$ cat config.mk
export PLATFORM = sky130hd
export DESIGN_NAME = alu_frame_loader_flat
export DESIGN_NICKNAME = d
export VERILOG_FILES = /design/src/rtl/alu_frame_loader_if.sv /design/src/rtl/alu_frame_loader.sv /design/src/flat_wrapper.sv
export SDC_FILE = /design/constraint.sdc
export NUM_CORES = 1
export LEC_CHECK = 0
export CORE_AREA = 2 2 60 62
export CTS_CLUSTER_SIZE = 10
export DETAILED_ROUTE_END_ITERATION = 8
export DIE_AREA = 0 0 62 64
export HOLD_SLACK_MARGIN = 0.05
export PLACE_DENSITY = 0.78
export SETUP_SLACK_MARGIN = 0.5
export SLEW_MARGIN = 20
export SYNTH_ARGS = -nofsm -noshare
export SYNTH_HDL_FRONTEND = slang
export SYNTH_SLANG_ARGS = --single-unit
$ cat constraint.sdc
create_clock -name i_clk -period 2.7 [get_ports i_clk]
set_clock_uncertainty 0.1 [all_clocks]
set_input_delay 0.54 -clock i_clk [delete_from_list [all_inputs] [get_ports i_clk]]
set_output_delay 0.54 -clock i_clk [all_outputs]
set_load 0.02 [all_outputs]
$ cat src/rtl/alu_frame_loader_if.sv
// Byte-stream and ALU load-bus signals of alu_frame_loader.
// The slave modport is the loader itself; master is the byte source / ALU side.
interface alu_frame_loader_if #(
    parameter int DATA_WIDTH = 8,
    parameter int MODE_WIDTH = 6
);
    localparam int BUS_WIDTH = (DATA_WIDTH > MODE_WIDTH) ? DATA_WIDTH : MODE_WIDTH;

    logic [7:0]           i_rx_data;
    logic                 i_rx_valid;
    logic                 o_rx_ready;
    logic [BUS_WIDTH-1:0] o_data_bus;
    logic                 o_load_A;
    logic                 o_load_B;
    logic                 o_load_op;
    logic                 o_busy;
    logic                 o_done;
    logic                 o_error;

    modport slave (
        input  i_rx_data, i_rx_valid,
        output o_rx_ready, o_data_bus, o_load_A, o_load_B, o_load_op,
               o_busy, o_done, o_error
    );

    modport master (
        output i_rx_data, i_rx_valid,
        input  o_rx_ready, o_data_bus, o_load_A, o_load_B, o_load_op,
               o_busy, o_done, o_error
    );
endinterface

$ cat src/rtl/alu_frame_loader.sv
// Collects an A/B/OP byte frame and replays it as three strobed loads on a shared bus.
// Define ALU_FRAME_LOADER_CHECKSUM_EN to require a fourth CHK byte equal to A^B^OP.
module alu_frame_loader #(
    parameter int DATA_WIDTH     = 8,
    parameter int MODE_WIDTH     = 6,
    parameter int TIMEOUT_CYCLES = 16
) (
    input  logic              i_clk,
    input  logic              i_rst_n,
    alu_frame_loader_if.slave io_bus
);
    localparam int BUS_WIDTH = (DATA_WIDTH > MODE_WIDTH) ? DATA_WIDTH : MODE_WIDTH;
    localparam int CNT_WIDTH = (TIMEOUT_CYCLES > 2) ? $clog2(TIMEOUT_CYCLES) : 1;
    localparam logic [CNT_WIDTH-1:0] CNT_LAST = CNT_WIDTH'(TIMEOUT_CYCLES - 1);

`ifdef ALU_FRAME_LOADER_CHECKSUM_EN
    // The checksum covers full bytes, so the upper bits must be kept.
    localparam int A_WIDTH  = 8;
    localparam int B_WIDTH  = 8;
    localparam int OP_WIDTH = 8;
`else
    localparam int A_WIDTH  = DATA_WIDTH;
    localparam int B_WIDTH  = DATA_WIDTH;
    localparam int OP_WIDTH = MODE_WIDTH;
`endif

    typedef enum logic [3:0] {
        S_IDLE,
        S_GET_B,
        S_GET_OP,
`ifdef ALU_FRAME_LOADER_CHECKSUM_EN
        S_GET_CHK,
`endif
        S_SET_A,
        S_STB_A,
        S_SET_B,
        S_STB_B,
        S_SET_OP,
        S_STB_OP,
        S_DONE
    } state_t;

    state_t                r_state;
    state_t                w_next;
    logic [A_WIDTH-1:0]    r_a;
    logic [B_WIDTH-1:0]    r_b;
    logic [OP_WIDTH-1:0]   r_op;
    logic [CNT_WIDTH-1:0]  r_cnt;
    logic [BUS_WIDTH-1:0]  r_data_bus;
    logic                  r_error;
    logic                  w_in_get;
    logic                  w_busy;
    logic                  w_rx_ready;
    logic                  w_accept;
    logic                  w_timeout;
    logic                  w_chk_bad;

    // NOTE: every signal written here gets a default first, so no path leaves one unassigned (no latch).
    always_comb begin
        w_in_get  = 1'b0;
        w_busy    = 1'b0;
        w_chk_bad = 1'b0;
        w_next    = r_state;

        case (r_state)
            S_IDLE:            ;
            S_GET_B, S_GET_OP: w_in_get = 1'b1;
`ifdef ALU_FRAME_LOADER_CHECKSUM_EN
            S_GET_CHK:         w_in_get = 1'b1;
`endif
            default:           w_busy = 1'b1;
        endcase

        w_rx_ready = w_in_get || (r_state == S_IDLE);
        w_accept   = io_bus.i_rx_valid && w_rx_ready;
        // An accepted byte on the expiry edge wins over the timeout.
        w_timeout  = w_in_get && !w_accept && (r_cnt == CNT_LAST);
`ifdef ALU_FRAME_LOADER_CHECKSUM_EN
        w_chk_bad  = (r_state == S_GET_CHK) && w_accept &&
                     (io_bus.i_rx_data != (r_a ^ r_b ^ r_op));
`endif

        case (r_state)
            S_IDLE:   if (w_accept) w_next = S_GET_B;
            S_GET_B:  if (w_accept) w_next = S_GET_OP;
                      else if (w_timeout) w_next = S_IDLE;
`ifdef ALU_FRAME_LOADER_CHECKSUM_EN
            S_GET_OP: if (w_accept) w_next = S_GET_CHK;
                      else if (w_timeout) w_next = S_IDLE;
            S_GET_CHK: if (w_accept) w_next = w_chk_bad ? S_IDLE : S_SET_A;
                       else if (w_timeout) w_next = S_IDLE;
`else
            S_GET_OP: if (w_accept) w_next = S_SET_A;
                      else if (w_timeout) w_next = S_IDLE;
`endif
            S_SET_A:  w_next = S_STB_A;
            S_STB_A:  w_next = S_SET_B;
            S_SET_B:  w_next = S_STB_B;
            S_STB_B:  w_next = S_SET_OP;
            S_SET_OP: w_next = S_STB_OP;
            S_STB_OP: w_next = S_DONE;
            S_DONE:   w_next = S_IDLE;
            default:  w_next = S_IDLE;
        endcase
    end

    // NOTE: sequential state uses non-blocking assignments so all registers update from pre-edge values.
    always_ff @(posedge i_clk or negedge i_rst_n) begin
        if (!i_rst_n) begin
            r_state <= S_IDLE;
            r_cnt   <= '0;
            r_error <= 1'b0;
        end else begin
            r_state <= w_next;
            r_error <= w_timeout || w_chk_bad;
            if (!w_in_get || w_accept || w_timeout) r_cnt <= '0;
            else                                    r_cnt <= r_cnt + CNT_WIDTH'(1);
        end
    end

    always_ff @(posedge i_clk or negedge i_rst_n) begin
        if (!i_rst_n) begin
            r_a  <= '0;
            r_b  <= '0;
            r_op <= '0;
        end else if (w_accept) begin
            case (r_state)
                S_IDLE:   r_a  <= io_bus.i_rx_data[A_WIDTH-1:0];
                S_GET_B:  r_b  <= io_bus.i_rx_data[B_WIDTH-1:0];
                S_GET_OP: r_op <= io_bus.i_rx_data[OP_WIDTH-1:0];
                default:  ;
            endcase
        end
    end

    // The bus is loaded on entry to each SET_x and otherwise holds, which keeps it stable
    // around every strobe and preserves the last item after DONE.
    always_ff @(posedge i_clk or negedge i_rst_n) begin
        if (!i_rst_n) begin
            r_data_bus <= '0;
        end else begin
            case (w_next)
                S_SET_A:  r_data_bus <= BUS_WIDTH'(r_a[DATA_WIDTH-1:0]);
                S_SET_B:  r_data_bus <= BUS_WIDTH'(r_b[DATA_WIDTH-1:0]);
                S_SET_OP: r_data_bus <= BUS_WIDTH'(r_op[MODE_WIDTH-1:0]);
                default:  ;
            endcase
        end
    end

    assign io_bus.o_rx_ready = w_rx_ready;
    assign io_bus.o_data_bus = r_data_bus;
    assign io_bus.o_load_A   = (r_state == S_STB_A);
    assign io_bus.o_load_B   = (r_state == S_STB_B);
    assign io_bus.o_load_op  = (r_state == S_STB_OP);
    assign io_bus.o_busy     = w_busy;
    assign io_bus.o_done     = (r_state == S_DONE);
    assign io_bus.o_error    = r_error;
endmodule

$ cat src/flat_wrapper.sv
// flat-port wrapper written by rule: the top's interface ports become plain ports
module alu_frame_loader_flat 
#(
    parameter int DATA_WIDTH     = 8,
    parameter int MODE_WIDTH     = 6,
    parameter int TIMEOUT_CYCLES = 16
)
  (i_clk, i_rst_n, io_bus_i_rx_data, io_bus_i_rx_valid, io_bus_o_rx_ready, io_bus_o_data_bus, io_bus_o_load_A, io_bus_o_load_B, io_bus_o_load_op, io_bus_o_busy, io_bus_o_done, io_bus_o_error);
  alu_frame_loader_if #(.DATA_WIDTH(DATA_WIDTH), .MODE_WIDTH(MODE_WIDTH)) io_bus_i ();
  input  logic i_clk;
  input  logic i_rst_n;
  input wire logic [$bits(io_bus_i.i_rx_data)-1:0] io_bus_i_rx_data;
  input wire logic [$bits(io_bus_i.i_rx_valid)-1:0] io_bus_i_rx_valid;
  output wire logic [$bits(io_bus_i.o_rx_ready)-1:0] io_bus_o_rx_ready;
  output wire logic [$bits(io_bus_i.o_data_bus)-1:0] io_bus_o_data_bus;
  output wire logic [$bits(io_bus_i.o_load_A)-1:0] io_bus_o_load_A;
  output wire logic [$bits(io_bus_i.o_load_B)-1:0] io_bus_o_load_B;
  output wire logic [$bits(io_bus_i.o_load_op)-1:0] io_bus_o_load_op;
  output wire logic [$bits(io_bus_i.o_busy)-1:0] io_bus_o_busy;
  output wire logic [$bits(io_bus_i.o_done)-1:0] io_bus_o_done;
  output wire logic [$bits(io_bus_i.o_error)-1:0] io_bus_o_error;
  assign io_bus_i.i_rx_data = io_bus_i_rx_data;
  assign io_bus_i.i_rx_valid = io_bus_i_rx_valid;
  assign io_bus_o_rx_ready = io_bus_i.o_rx_ready;
  assign io_bus_o_data_bus = io_bus_i.o_data_bus;
  assign io_bus_o_load_A = io_bus_i.o_load_A;
  assign io_bus_o_load_B = io_bus_i.o_load_B;
  assign io_bus_o_load_op = io_bus_i.o_load_op;
  assign io_bus_o_busy = io_bus_i.o_busy;
  assign io_bus_o_done = io_bus_i.o_done;
  assign io_bus_o_error = io_bus_i.o_error;
  alu_frame_loader #(.DATA_WIDTH(DATA_WIDTH), .MODE_WIDTH(MODE_WIDTH), .TIMEOUT_CYCLES(TIMEOUT_CYCLES)) u_core (.i_clk(i_clk), .i_rst_n(i_rst_n), .io_bus(io_bus_i));
endmodule
==> results.toml <==
[synthesis]
postSynthCellCount = 135
synthTopCellsByCount = "dfrtp_1 (39), mux2_2 (20), nor2_1 (15)"
synth_area_leaders = "dfrtp_1 (56%), mux2_2 (13%), a221o_1 (4.6%), mux2i_1 (3.5%), nor2_1 (3.3%)"
synth.distinct_cells = 32
yosysTopAreaCell = "dfrtp_1"
synth_most_common_cell = "dfrtp_1"
async_flop_share_pct = 100.0
yosysTopAreaCellShare_pct = 56.40
yosysWarningCount = 0
yosys_register_bits = 39
syn_avg_cell_area_um2 = 12.82
synth-edff-count = 0
synth_ff_type = "dfrtp_1"
ys_seq_area_share_pct = 56.40
syn_nets = 147
synthesis.area_um2 = 1730

[global_routing]
antenna_found_initial = 0
grt_pass1_wl_um = 5747
grt_max_degree = 40
use_met3_pct = 6.073
grt_usage_pct = 20.33
gr-total-overflow = 0
busiest_layer = "met2"
grt_pass1_vias = 1198
use_met2_pct = 30.86
grt.met1_usage_pct = 27.27

[layout]
final_net_count = 180
finish.instance_area_um2 = 2162
syn_to_final_growth_pct = 24.95
drive_above_1_share_pct = 31.95
diodes = 0
fin_cells = 215
postLayoutCoreUtil_pct = 65.83

[floorplan]
fp.dieW_um = 62
fp.dieArea_um2 = 3968
ios = 26
rows = 21
initial_core_util_pct = 52.69
core_um2 = 3284
die_h_um = 64

[route]
vias = 1144
ant_nets = 0
wirelength_um = 3315
drt_pass1_iterations = 4
via_per_inst = 5.321
drtIter0Drc = 24
drc = 0
wire_per_inst_um = 15.42

[timing]
max_freq_mhz = 463.8
finalCritPeriodShare_pct = 79.85
rsz0062_at_grt = "true"
slew_headroom_pct = 44.56
fin_setup_tns_ps = 0
fin_hold_ws_ps = 178.3
layout_min_cycle_time_ps = 2156
worstMarginPinSlew_ps = 831.6
worst_slack_ps = 544.1
slew_violations = 0
final-hold-violation-count = 0
finalSetupViolCount = 0

[worst_setup_path]
r2r-end = "u_core.r_op[2]"
crit_arrival_ps = 1520
end_kind = "primary output"
worstRegToRegCells = 5
regToRegStartpoint = "u_core.r_state[2]"
crit_required_ps = 2060
cp-startpoint = "u_core.r_state[0]"
reg2reg_slack_ps = 880
critical_path_class = "flop to primary output"
worstSetupStartpointType = "flop"
cp_max_fo = 9

[placed_design]
io_buffers = 25
place_ws_ps = 317.1
dpl.cell_count = 203
dp_hpwl_um = 2196
place_congestion = 0.8855
place_area_um2 = 2014

[run_status]
status = "finished, final reports clean"

[pwr]
p_leak_nw = 0.9684
fin_total_pwr_mw = 2.682
powerDensity_nw_per_um2 = 1241
ir_worst_vdd_uv = 672.0

[clock_tree]
clk_path_buf_depth = 2
cts_root_buffer = "clkbuf_4"
hold_buffers = 0
clock_latency_ps = 350
tritoncts = "built"
htree_levels = 2
numCtsBuffers = 5
clk_pin_slew_ps = 110
clock-sinks = 39

[job]
drv_cap = 0

[hold_path]
min_path_type = "input pin to async pin"
[flip-flops by register name (all words and copies together) (netlist names)]
signal / count
u_core.r_a: 8
u_core.r_state: 4
u_core.io_bus.o_error: 1
u_core.r_cnt: 4
u_core.r_op: 6
u_core.io_bus.o_data_bus: 8
u_core.r_b: 8
[critical path, stage by stage (launching register included)]
cell,delay [ps]
dfrtp_2,520
nor2b_4,220
and3b_1,180
clkdlybuf4s15_2,260
[cell type report]
type	instances	area, um^2
Clock buffer	5	37.54
Clock inverter	3	67.56
Fill cell	264	1122
Inverter	3	11.26
Multi-Input combinational cell	86	724.4
Sequential cell	39	978.4
Tap cell	46	57.56
Timing Repair Buffer	33	285.3
[how the worst max path moves through the flow]
| stage | end | slack [ps] | cells after the start |
|---|---|---|---|
| floorplan | io_bus_o_load_A | 690 | 2 |
| global placement | u_core.r_op[0] | 370 | 5 |
| detailed placement | u_core.r_op[2] | 320 | 5 |
| CTS | io_bus_o_done | 400 | 4 |
| global route | io_bus_o_done | 460 | 3 |
| finish | io_bus_o_done | 540 | 3 |
[where the power goes]
part / leakage [nW] / switching (mW) / internal [mW] / total [mW]
clock network: 0.0514 / 0.194 / 0.288 / 0.482
registers: 0.481 / 0.164 / 0.849 / 1.01
logic: 0.436 / 0.564 / 0.624 / 1.19
[layer usage]
layer / share of wire [%] / vias to the layer above
met3: 4.3 / 7
met1: 43 / 561
li1: - / 542
met2: 51 / 34
met5: 0 / -
met4: 1.6 / 0
[kinds of logic after synthesis]
| group | share of synthesized area [%] |
|---|---|
| AND/OR/NAND/NOR | 12.44 |
| flip-flops | 56.40 |
| multiplexers | 18.22 |
| AO/OA/AOI/OAI | 6.725 |
| buffers and inverters | 3.470 |
| XOR/XNOR | 2.025 |
| adder cells (fa/ha/maj) | 0.7230 |
[layout by cell type (no fill, tap or decap), types with 2 or more instances in the layout]
cell / netlist / final
nor2_2: 0 / 2
xnor2_1: 2 / 2
a221o_1: 8 / 8
inv_1: 3 / 3
xor2_1: 2 / 2
o21ai_0: 2 / 2
nand2_1: 5 / 5
buf_2: 3 / 4
mux2_2: 20 / 20
clkbuf_4: 0 / 5
buf_4: 2 / 7
dfrtp_1: 39 / 37
and2_1: 4 / 4
mux2i_1: 6 / 6
nand3_1: 2 / 2
clkdlybuf4s50_1: 0 / 18
dfrtp_2: 0 / 2
nor2_1: 15 / 13
mux2_4: 2 / 2
clkbuf_2: 0 / 2
bufinv_16: 0 / 2
[what timing repair did]
action	in CTS	in global routing
setup endpoints to repair	6	6
resized for setup	18	13
buffers inserted	2	2
pin swaps	0	0
Note: power is estimated with default switching activity, not from simulation.
==> edit 1: new RTL, same flow settings <==
The 10 states of `state_t` get a one-hot encoding in 10 bits.
--- a/src/rtl/alu_frame_loader.sv
+++ b/src/rtl/alu_frame_loader.sv
@@ -25,18 +25,18 @@
 `endif
 
-    typedef enum logic [3:0] {
-        S_IDLE,
-        S_GET_B,
-        S_GET_OP,
+    typedef enum logic [9:0] {
+        S_IDLE   = 10'b0000000001,
+        S_GET_B  = 10'b0000000010,
+        S_GET_OP = 10'b0000000100,
 `ifdef ALU_FRAME_LOADER_CHECKSUM_EN
         S_GET_CHK,
 `endif
-        S_SET_A,
-        S_STB_A,
-        S_SET_B,
-        S_STB_B,
-        S_SET_OP,
-        S_STB_OP,
-        S_DONE
+        S_SET_A  = 10'b0000001000,
+        S_STB_A  = 10'b0000010000,
+        S_SET_B  = 10'b0000100000,
+        S_STB_B  = 10'b0001000000,
+        S_SET_OP = 10'b0010000000,
+        S_STB_OP = 10'b0100000000,
+        S_DONE   = 10'b1000000000
     } state_t;
 
Formal check against the unedited RTL: no difference found for any inputs over 10 cycles, from zero or initial values and one cycle with i_rst_n low; not proved beyond that.
==> edit 1 against the unedited design <==
  * Power is 11% lower
  * Area after synthesis up 22%
  * Fmax shrank 13%
  * Combinational power is 19% lower
  * Setup slack worse by 0.31 ns
  * Core utilization grew 18 points
  * Non-clock buffer count rose by 21
  * Design area rose by 28%
  * Routed wire length grew 60%
  * First-iteration DRC count grew to 9.5 times the old value
  * Critical path depth stayed put
  * Sequential cell count grew 6
  * Die area unchanged
  * Cell count up 36%
  * Critical path type unchanged
  * Critical endpoint unchanged
  * Largest cell class unchanged
  * Largest power group is now registers
==> edit 1: results (changes against the unedited design) <==
stage	metric	value	unit	change
die	start_util	64.3	%	+12 points
timing	worstMarginPinSlew	0.443	ns	-0.389 ns
finish	regMostFlops	u_core.r_state		
placed_design	placed_cell_area	2490	sq um	+24%
clocking	cts_resized	41		+23
finish	fin_nets	257		+43%
critical_path	cpPeakStageDelay	0.59	ns	+0.07 ns
placed_design	port_buffers	25		unchanged
pwr	p_leak	0.00122	uW	+26%
run_status	status	finished clean		
drt	wl_met1	2.08	mm	+45%
drt	drt_iter0_markers	227		+850%
critical_path	cp_max_fo	5		-4
clocking	cts_buffer_depth	2		unchanged
yosys	yosys-top-cells-count	dfrtp_1 (44), nand2_1 (26), mux2_2 (16), nor2_1 (12), o21ai_0 (12)		
global_routing	grt_first_pass_wirelength	8.23	mm	+43%
yosys	synth_area_leaders	dfrtp_1 (52%), mux2_2 (8.5%), nand2_1 (4.6%)		
global_routing	grt.total_usage	28.1	%	+7.8 points
placed_design	gp_congestion	0.972		+9.7%
clocking	path_clk_slew	0.14	ns	+0.03 ns
clocking	cts_made_buffers	5		unchanged
hold_path	hp-class	flip-flop to flip-flop		
clocking	clock_latency	0.36	ns	
clocking	hold_buffers	1		+1
drt	route.met3.wl	269	um	+88%
critical_path	rr_worst_depth	6		+1
clocking	htreeDepth	2		unchanged
yosys	ys_warn_count	0		unchanged
pwr	ir_worst_vdd	0.647	mV	-3.7%
hold_path	hold_depth	1		
pwr	p_int	1590	uW	-9.8%
critical_path	critical-path-slowest-cell	or4_4		
yosys	synth.distinct_cells	42		+31%
finish	drive_gt1_share	34.6	%	+2.6 points
drt	drt-wirelength-per-cell	18.2	um	+18%
global_routing	grt_pass1_vias	1754		+46%
global_routing	grt_max_degree	28		-30%
yosys	async_flop_share	100	%	unchanged
drt	route.met2.wl	2.80	mm	+66%
finish	largest_register_ffs	10		
yosys	synth_nets	203		+38%
yosys	ys_seq_area_share	53.4	%	-3.0 points
drt	first_pass_iters	4		unchanged
placed_design	hpwl	3.33	mm	+52%
finish	nFillCells	205		-22%
drt	via_per_inst	6.14		+15%
clocking	post_cts_buffers	7		+5
global_routing	antenna_found_initial	0		unchanged
## edit 1: cell count changes in the layout (fill, tap and decap cells not counted), sizes merged, moves of 4 or more
cell	unedited run	this run
a221o	8	0
a22oi	0	6
a2bb2oi	0	8
and2	4	0
buf	12	35
dfrtp	39	44
inv	3	7
mux2	22	16
mux2i	6	0
nand2	6	27
nor3	0	9
nor4	0	7
o21ai	2	12
## edit 1: power by group through the flow
stage	Combinational [uW]	Clock, uW	Sequential, uW
2_1_floorplan	525	0	1050
3_3_place_gp	816	0	1010
3_5_place_dp	845	0	1030
4_1_cts	871	409	1020
5_1_grt	1040	441	1050
6_report	964	405	1030
## edit 1: worst paths after layout
kind | from | endpoint | slack (ns)
max in group asynchronous | i_rst_n | u_core.r_state[7] | 1.23
min in group asynchronous | i_rst_n | u_core.io_bus.o_error | 0.54
min | u_core.r_cnt[0] | u_core.r_cnt[0] | 0.38
max | u_core.r_state[2] | io_bus_o_done | 0.23
max reg2reg | u_core.r_state[4] | u_core.r_a[5] | 0.51
min reg2reg | u_core.r_cnt[0] | u_core.r_cnt[0] | 0.38
## edit 1: routing by layer
| layer | track usage [%] | vias up |
|---|---|---|
| met2 | 45.7 | 74 |
| met1 | 37.7 | 901 |
| met3 | 5.26 | 16 |
| li1 | - | 803 |
| met4 | 8.24 | 0 |
| met5 | 0 | - |
## edit 1: area by class of cell
| type | instances | area [sq um] | share of cell area [%] |
|---|---|---|---|
| clock inverter | 2 | 35.0 | 1.27 |
| clock buffer | 6 | 41.3 | 1.49 |
| tap | 46 | 57.6 | 2.08 |
| multi-input combinational | 132 | 1010 | 36.5 |
| sequential | 45 | 1130 | 40.9 |
| inverter | 7 | 26.3 | 0.950 |
| timing repair buffer | 54 | 465 | 16.8 |
## edit 1: logic make-up (layout without fill, tap and decap cells)
| kind of cell | Yosys count | count (layout) | share of synthesized area [%] |
|---|---|---|---|
| compound gates | 34 | 34 | 11.4 |
| buf+inv | 15 | 69 | 3.85 |
| xor+xnor | 4 | 4 | 1.66 |
| simple gates | 76 | 77 | 20.6 |
| fa+ha+maj | 1 | 1 | 0.593 |
| flops | 45 | 45 | 53.4 |
| mux | 16 | 16 | 8.54 |
## edit 1: through the flow
step	instances	utilization [%]	power, uW	setup slack [ns]
after floorplan	191	-	1570	0.463
after global placement	268	75.8	1830	0.174
after detailed placement	268	75.8	1880	0.151
after CTS	284	80.9	2300	0.278
after global routing	292	84.2	2530	0.189
final	292	84.2	2400	0.235
## edit 1: worst max-delay path: cells and delay by family (launching register included)
family / cells / cell delay, ns
buffers and inverters: 1 / 0.19
flip-flops: 1 / 0.42
AND/OR/NAND/NOR: 2 / 0.86
==> edit 2: new RTL, same settings <==
Without the edit above. `DATA_WIDTH` is set to 8 in 3 places; all go to 6.
--- a/src/rtl/alu_frame_loader_if.sv
+++ b/src/rtl/alu_frame_loader_if.sv
@@ -2,5 +2,5 @@
 // The slave modport is the loader itself; master is the byte source / ALU side.
 interface alu_frame_loader_if #(
-    parameter int DATA_WIDTH = 8,
+    parameter int DATA_WIDTH = 6,
     parameter int MODE_WIDTH = 6
 );
--- a/src/rtl/alu_frame_loader.sv
+++ b/src/rtl/alu_frame_loader.sv
@@ -2,5 +2,5 @@
 // Define ALU_FRAME_LOADER_CHECKSUM_EN to require a fourth CHK byte equal to A^B^OP.
 module alu_frame_loader #(
-    parameter int DATA_WIDTH     = 8,
+    parameter int DATA_WIDTH     = 6,
     parameter int MODE_WIDTH     = 6,
     parameter int TIMEOUT_CYCLES = 16
--- a/src/flat_wrapper.sv
+++ b/src/flat_wrapper.sv
@@ -2,5 +2,5 @@
 module alu_frame_loader_flat 
 #(
-    parameter int DATA_WIDTH     = 8,
+    parameter int DATA_WIDTH     = 6,
     parameter int MODE_WIDTH     = 6,
     parameter int TIMEOUT_CYCLES = 16
Interface: changed (resized io_bus_o_data_bus); port bits go from 26 to 24. The function was not compared with the original's and may differ.
==> edit 2 against the unedited design <==
  * Setup slack about the same
  * Sequential cell count decreased by 6
  * Sequential power decreased by 16%
  * Area after synthesis decreased by 13%
  * Register-to-register slack got worse by 0.17 ns
  * Clock power decreased by 18%
  * Routed wire length decreased by 1.7%
  * Power decreased by 11%
  * Global-route usage decreased by 1.7 points
  * Design area decreased by 12%
  * Critical path depth increased by 2
  * Largest power group unchanged
==> edit 2: results (changes against the unedited design) <==
stage	metric	value	unit	change
run_status	status	finished clean		
drt	postRouteAntennaNets	0		unchanged
placed_design	placed_cell_area	1790	sq um	-11%
drt	drt_iter0_markers	73		+200%
placed_design	place_inst	192		-5.4%
finish	multiInputGateArea	662	sq um	-8.6%
drt	first_pass_iters	4		unchanged
drt	wl_met1	1.32	mm	-8.2%
drt	via_per_inst	5.45		+2.4%
clocking	cts_buffer_depth	2		unchanged
yosys	synth_nets	139		-5.4%
drt	route.met2.wl	1.72	mm	+2.4%
critical_path	cp.arrival	1.52	ns	about the same
yosys	synth_area_leaders	dfrtp_1 (55%), mux2_2 (18%), o21ai_0 (5.0%)		
placed_design	hpwl	2.10	mm	-4.2%
global_routing	grt_pass1_vias	1097		-8.4%
finish	drive_gt1_share	34.8	%	+2.9 points
hold_path	hp-class	flip-flop to flip-flop		
yosys	yosys-top-cells-count	dfrtp_1 (33), mux2_2 (24), o21ai_0 (15), nor2_1 (10), o22ai_1 (6)		
yosys	ys_seq_area_share	54.6	%	-1.8 points
pwr	p_leak	0.000825	uW	-15%
yosys	synth_ff_type	dfrtp_1		
global_routing	grt_max_degree	34		-15%
global_routing	grt_first_pass_wirelength	5.11	mm	-11%
finish	fin_cells	204		-5.1%
critical_path	cp_max_fo	8		-1
placed_design	gp_congestion	0.803		-9.4%
clocking	cts_made_buffers	5		unchanged
placed_design	port_buffers	21		-16%
finish	n_antenna_cell	0		unchanged
clocking	htreeDepth	2		unchanged
placed_design	dp_slack	0.314	ns	-0.00353 ns
drt	route.met3.wl	141	um	-1.4%
clocking	clockRootBuffer	clkbuf_4		
finish	fin_nets	169		-6.1%
finish	nFillCells	279		+5.7%
pwr	ir_worst_vdd	0.337	mV	-50%
global_routing	use_met2	29.0	%	-1.8 points
drt	wl	3.26	mm	-1.7%
yosys	ys_warn_count	0		unchanged
timing	slew_headroom	62.3	%	+18 points
clocking	clock_latency	0.35	ns	about the same
yosys	async_flop_share	100	%	unchanged
global_routing	globalRouteMet3Util	4.25	%	-1.8 points
global_routing	grt.total_usage	18.6	%	-1.7 points
yosys	netlist_instances	127		-5.9%
global_routing	antenna_found_initial	0		unchanged
yosys	synth.distinct_cells	27		-16%
clocking	path_clk_slew	0.10	ns	
global_routing	met1_usage	21.7	%	-5.6 points
drt	dr.max_layer_used	met4		
-- edit 2: cells by family after synthesis --
logic type / share of synthesized area, %
AO/OA/AOI/OAI: 8.69
XOR/XNOR: 2.32
adder cells (fa/ha/maj): 0.827
buffers and inverters: 2.73
flip-flops: 54.6
multiplexers: 17.9
AND/OR/NAND/NOR: 13.0
-- edit 2: final cells by class --
type                    count  area share [%]
inverters                   3           0.589
clock inverters             1            1.57
flip-flops and latches     33            43.2
multi-input cells          84            34.6
clock buffers               7            2.88
well taps                  46            3.01
repair buffers             30            14.1
-- edit 2: worst max-delay path, stage by stage, from the launching register on --
cell and delay [ns]:
dfrtp_1 0.41, buf_6 0.14, or2_4 0.27, a21oi_2 0.13, inv_1 0.05, buf_4 0.15
-- edit 2: power by group --
part / switching (uW) / total, uW / internal [uW]
sequential: 132 / 849 / 717
combinational: 570 / 1150 / 584
clock: 172 / 393 / 221
total: 874 / 2400 / 1520
-- edit 2: repair_timing --
item / in CTS / in global routing
setup endpoints to repair: 6 / 6
buffers inserted: 0 / 4
gates resized for setup: 23 / 7
-- edit 2: path summary, 6_finish.rpt --
kind / cells after the start / start / slack (ns) / end
worst min register to register: 1 / u_core.r_cnt[0] / 0.36 / u_core.r_cnt[0]
min in group asynchronous: 2 / i_rst_n / 0.48 / u_core.r_cnt[2]
worst max register to register: 4 / u_core.r_state[2] / 0.71 / u_core.r_a[3]
max in group asynchronous: 2 / i_rst_n / 1.71 / u_core.r_state[1]
worst min-delay path: 1 / u_core.r_cnt[0] / 0.36 / u_core.r_cnt[0]
worst max-delay path: 5 / u_core.r_state[2] / 0.54 / io_bus_o_busy
